$ cat config.mk
export PLATFORM = sky130hd
export DESIGN_NAME = demux_1to4_buf
export DESIGN_NICKNAME = d
export VERILOG_FILES = /design/src/rtl/demux_pkg.sv /design/src/rtl/demux_chan_fifo.sv /design/src/rtl/demux_1to4_buf.sv
export SDC_FILE = /design/constraint.sdc
export NUM_CORES = 1
export LEC_CHECK = 0
export CAP_MARGIN = 10
export CORE_MARGIN = 2
export CORE_UTILIZATION = 56
export CTS_BUF_LIST = sky130_fd_sc_hd__clkbuf_2
export DETAILED_ROUTE_END_ITERATION = 10
export GPL_TIMING_DRIVEN = 1
export PLACE_DENSITY = 0.89
export SLEW_MARGIN = 5
export SYNTH_ARGS = -nofsm -noshare
export SYNTH_HDL_FRONTEND = slang
export SYNTH_HIERARCHICAL = 1
export SYNTH_SLANG_ARGS = --single-unit
$ cat constraint.sdc
create_clock -name clk -period 2.5 [get_ports clk]
set_input_delay 0.375 -clock clk [delete_from_list [all_inputs] [get_ports clk]]
set_output_delay 0.375 -clock clk [all_outputs]
set_load 0.02 [all_outputs]
$ cat src/rtl/demux_pkg.sv
// rtl/demux_pkg.sv - shared types and helpers for the buffered 1:4 demux
package demux_pkg;

    localparam int NUM_CH = 4;

    // Select codes as seen on {x,y}; values mirror the MUXmulti mapping.
    typedef enum logic [1:0] {
        CH_A = 2'b00,
        CH_C = 2'b01,
        CH_B = 2'b10,
        CH_D = 2'b11
    } chan_e;

    function automatic logic [1:0] xy_to_idx(input logic x, input logic y);
        chan_e code;
        code = chan_e'({x, y});
        case (code)
            CH_A:    return 2'd0;
            CH_B:    return 2'd1;
            CH_C:    return 2'd2;
            default: return 2'd3;
        endcase
    endfunction

    function automatic logic [1:0] rr_next(input logic [1:0] idx);
        return idx + 2'd1;
    endfunction

endpackage

$ cat src/rtl/demux_chan_fifo.sv
// rtl/demux_chan_fifo.sv - per-channel FIFO with wrap-bit pointers
module demux_chan_fifo #(
    parameter int WIDTH = 8,
    parameter int DEPTH = 2
) (
    input  logic             clk,
    input  logic             rst_n,
    input  logic             push,
    input  logic [WIDTH-1:0] push_data,
    input  logic             pop,
    output logic [WIDTH-1:0] head,
    output logic             full,
    output logic             empty
);

    localparam int AW = $clog2(DEPTH);
    localparam int PW = AW + 1;

    logic [WIDTH-1:0] mem [DEPTH];
    logic [PW-1:0]    wr_ptr;
    logic [PW-1:0]    rd_ptr;
    logic             do_push;
    logic             do_pop;

    assign empty = (wr_ptr == rd_ptr);
    assign full  = (wr_ptr[AW] != rd_ptr[AW]) && (wr_ptr[AW-1:0] == rd_ptr[AW-1:0]);

    // Guards keep the pointers sane even if a caller ignores full/empty.
    assign do_push = push && !full;
    assign do_pop  = pop && !empty;

    // Head is masked while empty so drained or reset channels never show stale beats.
    assign head = empty ? '0 : mem[rd_ptr[AW-1:0]];

    always_ff @(posedge clk or negedge rst_n) begin
        if (!rst_n) begin
            wr_ptr <= '0;
            rd_ptr <= '0;
        end else begin
            if (do_push) begin
                wr_ptr <= wr_ptr + PW'(1);
            end
            if (do_pop) begin
                rd_ptr <= rd_ptr + PW'(1);
            end
        end
    end

    always_ff @(posedge clk) begin
        if (do_push) begin
            mem[wr_ptr[AW-1:0]] <= push_data;
        end
    end

endmodule

$ cat src/rtl/demux_1to4_buf.sv
// rtl/demux_1to4_buf.sv - buffered 1:4 stream demux, explicit or round-robin routing
module demux_1to4_buf
    import demux_pkg::*;
#(
    parameter int WIDTH = 8,
    parameter int DEPTH = 2
) (
    input  logic                          clk,
    input  logic                          rst_n,
    input  logic                          mode,
    input  logic                          x,
    input  logic                          y,
    input  logic [WIDTH-1:0]              in_data,
    input  logic                          in_valid,
    output logic                          in_ready,
    output logic [NUM_CH-1:0][WIDTH-1:0]  out_data,
    output logic [NUM_CH-1:0]             out_valid,
    input  logic [NUM_CH-1:0]             out_ready
);

    logic [1:0]        rr_ptr;
    logic [1:0]        target;
    logic              accept;
    logic [NUM_CH-1:0] full;
    logic [NUM_CH-1:0] empty;
    logic [NUM_CH-1:0] push;
    logic [NUM_CH-1:0] pop;

    assign target   = mode ? rr_ptr : xy_to_idx(x, y);
    // Registered full only: a same-cycle pop does not open space for a push.
    assign in_ready = !full[target];
    assign accept   = in_valid && in_ready;

    // Pointer parks at a outside round-robin so every RR session starts at a.
    always_ff @(posedge clk or negedge rst_n) begin
        if (!rst_n) begin
            rr_ptr <= 2'd0;
        end else if (!mode) begin
            rr_ptr <= 2'd0;
        end else if (accept) begin
            rr_ptr <= rr_next(rr_ptr);
        end
    end

    for (genvar i = 0; i < NUM_CH; i++) begin : g_chan
        assign push[i]      = accept && (target == 2'(i));
        assign pop[i]       = out_valid[i] && out_ready[i];
        assign out_valid[i] = !empty[i];

        demux_chan_fifo #(
            .WIDTH (WIDTH),
            .DEPTH (DEPTH)
        ) u_fifo (
            .clk       (clk),
            .rst_n     (rst_n),
            .push      (push[i]),
            .push_data (in_data),
            .pop       (pop[i]),
            .head      (out_data[i]),
            .full      (full[i]),
            .empty     (empty[i])
        );
    end

endmodule

==> results.yml, run 1 <==
global_routing:
  antenna_found_initial: 0
  grt_pass1_vias: 2369
  grt_usage: 0.215
  grt_pass1_wl_mm: 11.6
  grt_max_degree: 19
  grt_overflow: 0
worst_setup_path:
  crit_arrival_ns: 2.08
  endpoint_kind: "primary output"
  critPathMaxFanout: 4
  max_stage_delay_ns: 0.55
  slowest_stage: "dfrtp_2"
  cp.required_ns: 2.12
  cp_cell_sequence: "xnor2_4, nor2_1, mux4_2, inv_1, buf_2"
  crit_path_start_kind: "flip-flop"
  crit_type: "reg2out"
synthesis:
  synth_nets: 287
  ys_types: 23
  synthCells: 269
  ys_ff_latch: 82
  synth_seq_area_share: 0.652
  synth_warnings: 6
  syn_area_um2: 3640
  syn_area_per_cell_um2: 13.5
drt:
  ant_nets: 0
  dr.pass1.iters: 4
  drc: 0
  viasPerCell: 5.38
  wire_per_inst_um: 17.0
  drtIter0Drc: 128
  vias: 2393
  routed_wl_mm: 7.54
floorplanning:
  die_area_um2: 7160
  initial_core_util: 0.576
  die_x_um: 84.6
  die_h_um: 84.6
  ios: 55
  rows: 29
  coreArea_um2: 6310
timing:
  slew_headroom: 0.724
  setup_viol: 0
  worst-slew-pin-transition_ns: 0.412
  post-route-min-period_ns: 2.46
  fin_crit_sh: 0.984
  hold_viol_final: 0
  clock_skew_ns: 0.0261
  final_max_slew_viol_count: 0
  maxClockFrequency_ghz: 0.407
  rsz0062_at_grt: "yes"
placed_design:
  place_area_um2: 4400
  place_congestion: 0.870
  io_buffers: 54
  hpwl_mm: 5.15
cells_and_area:
  drive_above_1_share: 0.247
  n_fill_cell: 400
  nets: 381
  area_growth_pct: 32.1
  n_antenna_cell: 0
  final_cell_area_um2: 4810
clocking:
  clock_tree.root_cell: "clkbuf_2"
  ctsLongestPathBuffers: 2
  clock_sinks: 82
  cts_tree: "built"
  cts_made_buffers: 9
  clk_latency_ns: 0.50
  cts.htree.levels: 3
  clk_pin_slew_ns: 0.23
pwr:
  p_total_mw: 6.71
  powerDensity_nw_per_um2: 1400
  ir_drop_mv: 0.878
  p_leak_nw: 2.19
flow_run:
  cap_violations: 0
status:
  status: "completed"
worst_hold_path:
  hp-class: "in2async"
-- cell usage after synthesis --
| cell type | count | area share |
|---|---|---|
| edfxtp_1 | 64 | 0.53 |
| nand2b_1 | 5 | 0.0086 |
| nand2_1 | 16 | 0.017 |
| o21ai_0 | 10 | 0.014 |
| mux4_2 | 1 | 0.0062 |
| nor3b_1 | 1 | 0.0021 |
| nor2_1 | 46 | 0.047 |
| nor3_1 | 2 | 0.0028 |
| mux2i_1 | 50 | 0.14 |
| nor2b_1 | 4 | 0.0069 |
| nor2_2 | 4 | 0.0069 |
| o211a_1 | 4 | 0.011 |
| buf_2 | 8 | 0.011 |
| o211ai_1 | 1 | 0.0021 |
| a21oi_1 | 4 | 0.0055 |
| or3_1 | 1 | 0.0017 |
| xnor2_2 | 4 | 0.018 |
| xor2_1 | 8 | 0.019 |
| a21boi_1 | 1 | 0.0021 |
| a21boi_0 | 1 | 0.0021 |
| mux2_2 | 5 | 0.015 |
| dfrtp_1 | 18 | 0.12 |
| inv_1 | 11 | 0.011 |
-- repair_timing --
item,4_1_cts,5_1_grt
setup endpoints to repair,37,20
pin swaps,0,3
hold buffers,0,0
gates resized for setup,33,42
cloned,0,0
setup buffers,1,16
-- layout by cell type, fill, tap and decap left out, drive strengths merged, types with 2 or more instances in the layout --
cell	count
mux2	5
a21oi	4
clkdlybuf4s50	18
o21ai	10
mux2i	50
nor2b	4
o211a	4
dlygate4sd2	13
xnor2	4
a21boi	2
clkbuf	14
dfrtp	18
nand2b	5
clkinv	4
nor2	50
edfxtp	64
inv	11
nand2	16
xor2	8
nor3	2
buf	38
dlymetal6s2s	17
bufinv	2
-- metal layers --
metal  vias up  routed length (um)  GRT usage  share of wire
met4         0                  96     0.0534          0.013
met5         -                   0          0              0
li1       1136                   -          -              -
met2        71                3830      0.354           0.51
met1      1178                3300      0.290           0.44
met3         8                 320     0.0551          0.042
-- critical path: cells and delay by family (launching register included) --
family | cells | cell delay, ns
AND/OR/NAND/NOR | 1 | 0.11
XOR/XNOR | 1 | 0.22
buffers and inverters | 2 | 0.21
flip-flops | 1 | 0.55
multiplexers | 1 | 0.50
-- flip-flops by register name (all words and copies together) (netlist names) --
name and cells:
g_chan.u_fifo/wr_ptr 8, g_chan.u_fifo/rd_ptr 8, rr_ptr 2, g_chan.u_fifo/mem 64
-- logic make-up (layout without fill, tap and decap cells) --
family	count (synthesis)	after routing	synth area share
simple gates	79	79	0.0928
flops	82	82	0.652
buf+inv	19	118	0.0224
compound gates	21	21	0.0365
mux	56	56	0.159
xor+xnor	12	12	0.0371
-- cell type report --
type / instances / area (um^2) / area share
Clock buffer: 9 / 45.0 / 0.00937
Clock inverter: 7 / 93.8 / 0.0195
Inverter: 11 / 41.3 / 0.00859
Multi-Input combinational cell: 168 / 1300 / 0.271
Sequential cell: 82 / 2380 / 0.496
Tap cell: 77 / 96.3 / 0.0200
Timing Repair Buffer: 91 / 843 / 0.175
-- final timing paths --
check / startpoint / endpoint / slack (ns) / depth (start not counted)
min in group clk: out_ready[2] / g_chan[2].u_fifo/rd_ptr[1] / 0.58 / 4
worst max register to register: g_chan[1].u_fifo/rd_ptr[1] / g_chan[1].u_fifo/mem[1][5] / 0.31 / 8
worst max-delay path: g_chan[1].u_fifo/rd_ptr[1] / in_ready / 0.04 / 5
max in group asynchronous: rst_n / g_chan[3].u_fifo/rd_ptr[1] / 2.07 / 2
worst min-delay path: rst_n / g_chan[0].u_fifo/rd_ptr[1] / 0.17 / 2
worst min register to register: rr_ptr[1] / rr_ptr[1] / 0.61 / 2
-- where the power goes --
part	switching, mW	total, mW	internal [mW]
registers	0.284	2.04	1.75
clock network	0.443	0.773	0.329
logic	2.09	3.90	1.81
total	2.82	6.71	3.89
-- per-stage QoR --
stage          hold WS, ns   util  setup WS [ns]  TNS, ns  instances
2_1_floorplan       0.0794      -          0.282        0        269
3_3_place_gp         0.572  0.697         -0.232   -0.232        412
3_5_place_dp         0.581  0.697         -0.251   -0.959        412
4_1_cts              0.161  0.727         -0.186    -1.64        429
5_1_grt              0.119  0.761         -0.127   -0.152        445
6_report             0.175  0.761         0.0406        0        445
(Power assumes the default switching activity.)
==> run 2, diff against run 1 <==
- CORE_UTILIZATION: 56 -> 60
- PLACE_DENSITY: 0.89 -> 0.94
- clock period: 2.5 -> 2.9 ns (I/O delays scaled with it)
==> results.yml, run 2 (synthesized netlist as in run 1, its figures left out) <==
cells_and_area:
  nets: 357
  final_common_cell: "edfxtp_1"
  drive_above_1_share: 0.131
  n_antenna_cell: 0
  area_growth_pct: 22.1
  final_cell_mix: "edfxtp_1, clkdlybuf4s50_1, mux2i_1, nor2_1"
  largest_reg_flops: 64
  instances_no_fill: 419
timing:
  setup_viol: 0
  fin_setup_tns_ns: 0
  post-route-min-period_ns: 2.69
  fin_ws_ns: 0.212
  holdWs_ns: 0.435
  rsz0062_at_grt: "no"
  slew_headroom: 0.367
  maxClockFrequency_ghz: 0.372
  clock_skew_ns: 0.0204
  final_max_slew_viol_count: 0
  fin_crit_sh: 0.927
  worst-slew-pin-transition_ns: 0.946
  hold_viol_final: 0
clocking:
  clock_tree.root_cell: "clkbuf_2"
  ctsLongestPathBuffers: 2
  clk_latency_ns: 0.49
  ctsHoldBuffers: 0
  cts.htree.levels: 3
  clock_sinks: 82
  cts_made_buffers: 9
  clk_pin_slew_ns: 0.21
  cts_tree: "built"
drt:
  ant_nets: 0
  viasPerCell: 5.50
  dr.pass1.iters: 4
  drtIter0Drc: 96
  wire_per_inst_um: 17.1
  drc: 0
  routed_wl_mm: 7.17
  vias: 2303
pwr:
  p_leak_nw: 1.82
  netSwitchingFraction: 0.421
  p_sw_mw: 2.24
  p_int_mw: 3.08
  ir_drop_mv: 0.953
  powerDensity_nw_per_um2: 1200
  seq_power_share: 0.319
  combinationalPowerShare: 0.572
  clockPowerShare: 0.109
  p_total_mw: 5.32
worst_setup_path:
  crit_type: "reg2out"
  endpoint_kind: "primary output"
  crit_path_start_kind: "flip-flop"
  critPathMaxFanout: 5
  crit_arrival_ns: 2.25
  cp.required_ns: 2.47
floorplanning:
  coreArea_um2: 5890
  initial_core_util: 0.618
  rows: 28
  die_h_um: 81.9
  ios: 55
  die_x_um: 81.9
  die_area_um2: 6700
status:
  status: "completed"
worst_hold_path:
  hp-class: "in2async"
placed_design:
  dp.cells: 402
  io_buffers: 54
  place_congestion: 0.847
  hpwl_mm: 5.02
  place_worst_setup_slack_ns: -0.00407
global_routing:
  grt_usage: 0.225
  grt_pass1_vias: 2226
  antenna_found_initial: 0
  grt_pass1_wl_mm: 10.7
  grt_overflow: 0
  grt_max_degree: 19
flow_run:
  cap_violations: 0
[run 2: layer usage]
metal	routed length, um	up-vias	global-route usage
li1	-	1097	-
met1	3030	1128	0.280
met2	3720	65	0.382
met3	264	13	0.0319
met4	154	0	0.120
met5	0	-	0
[run 2: area by class of cell]
| class | count | area (um^2) |
|---|---|---|
| Inverter | 11 | 41.3 |
| Multi-Input combinational cell | 168 | 1180 |
| Sequential cell | 82 | 2370 |
| Tap cell | 75 | 93.8 |
| Timing Repair Buffer | 67 | 637 |
| Fill cell | 381 | 1440 |
| Clock buffer | 11 | 55.1 |
| Clock inverter | 5 | 55.1 |
[run 2: power by group through the flow]
stage	clock (mW)	combinational (mW)	sequential, mW
after floorplan	0	1.91	1.66
after global placement	0	2.95	1.70
after detailed placement	0	3.04	1.72
after CTS	0.589	3.06	1.70
after global routing	0.642	3.28	1.72
final	0.579	3.05	1.70
[run 2: timing repair]
| action | 4_1_cts | 5_1_grt |
|---|---|---|
| resized for setup | 3 | 0 |
| buffers inserted | 1 | 0 |
| setup endpoints to repair | 1 | 0 |
[run 2: critical path, cell delays in order, from the launching register on]
cell,delay [ns]
dfrtp_1,0.50
xnor2_2,0.27
nor2_1,0.12
mux4_2,0.49
inv_1,0.07
dlygate4sd2_1,0.32
[run 2: metrics by stage]
step           area, um^2  utilization
2_1_floorplan        3640            -
3_3_place_gp         4320        0.734
3_5_place_dp         4320        0.734
4_1_cts              4440        0.755
5_1_grt              4440        0.755
6_report             4440        0.755
[run 2: final timing paths]
path | start | to | slack [ns] | depth (start not counted)
max in group asynchronous | rst_n | g_chan[1].u_fifo/rd_ptr[1] | 1.84 | 1
worst max register to register | rr_ptr[0] | g_chan[0].u_fifo/mem[1][2] | 0.56 | 7
min in group clk | g_chan[2].u_fifo/wr_ptr[0] | g_chan[2].u_fifo/rd_ptr[1] | 0.62 | 2
worst min-delay path | rst_n | rr_ptr[1] | 0.43 | 1
worst max-delay path | g_chan[2].u_fifo/rd_ptr[1] | in_ready | 0.21 | 5
worst min register to register | g_chan[2].u_fifo/wr_ptr[0] | g_chan[2].u_fifo/rd_ptr[1] | 0.62 | 2
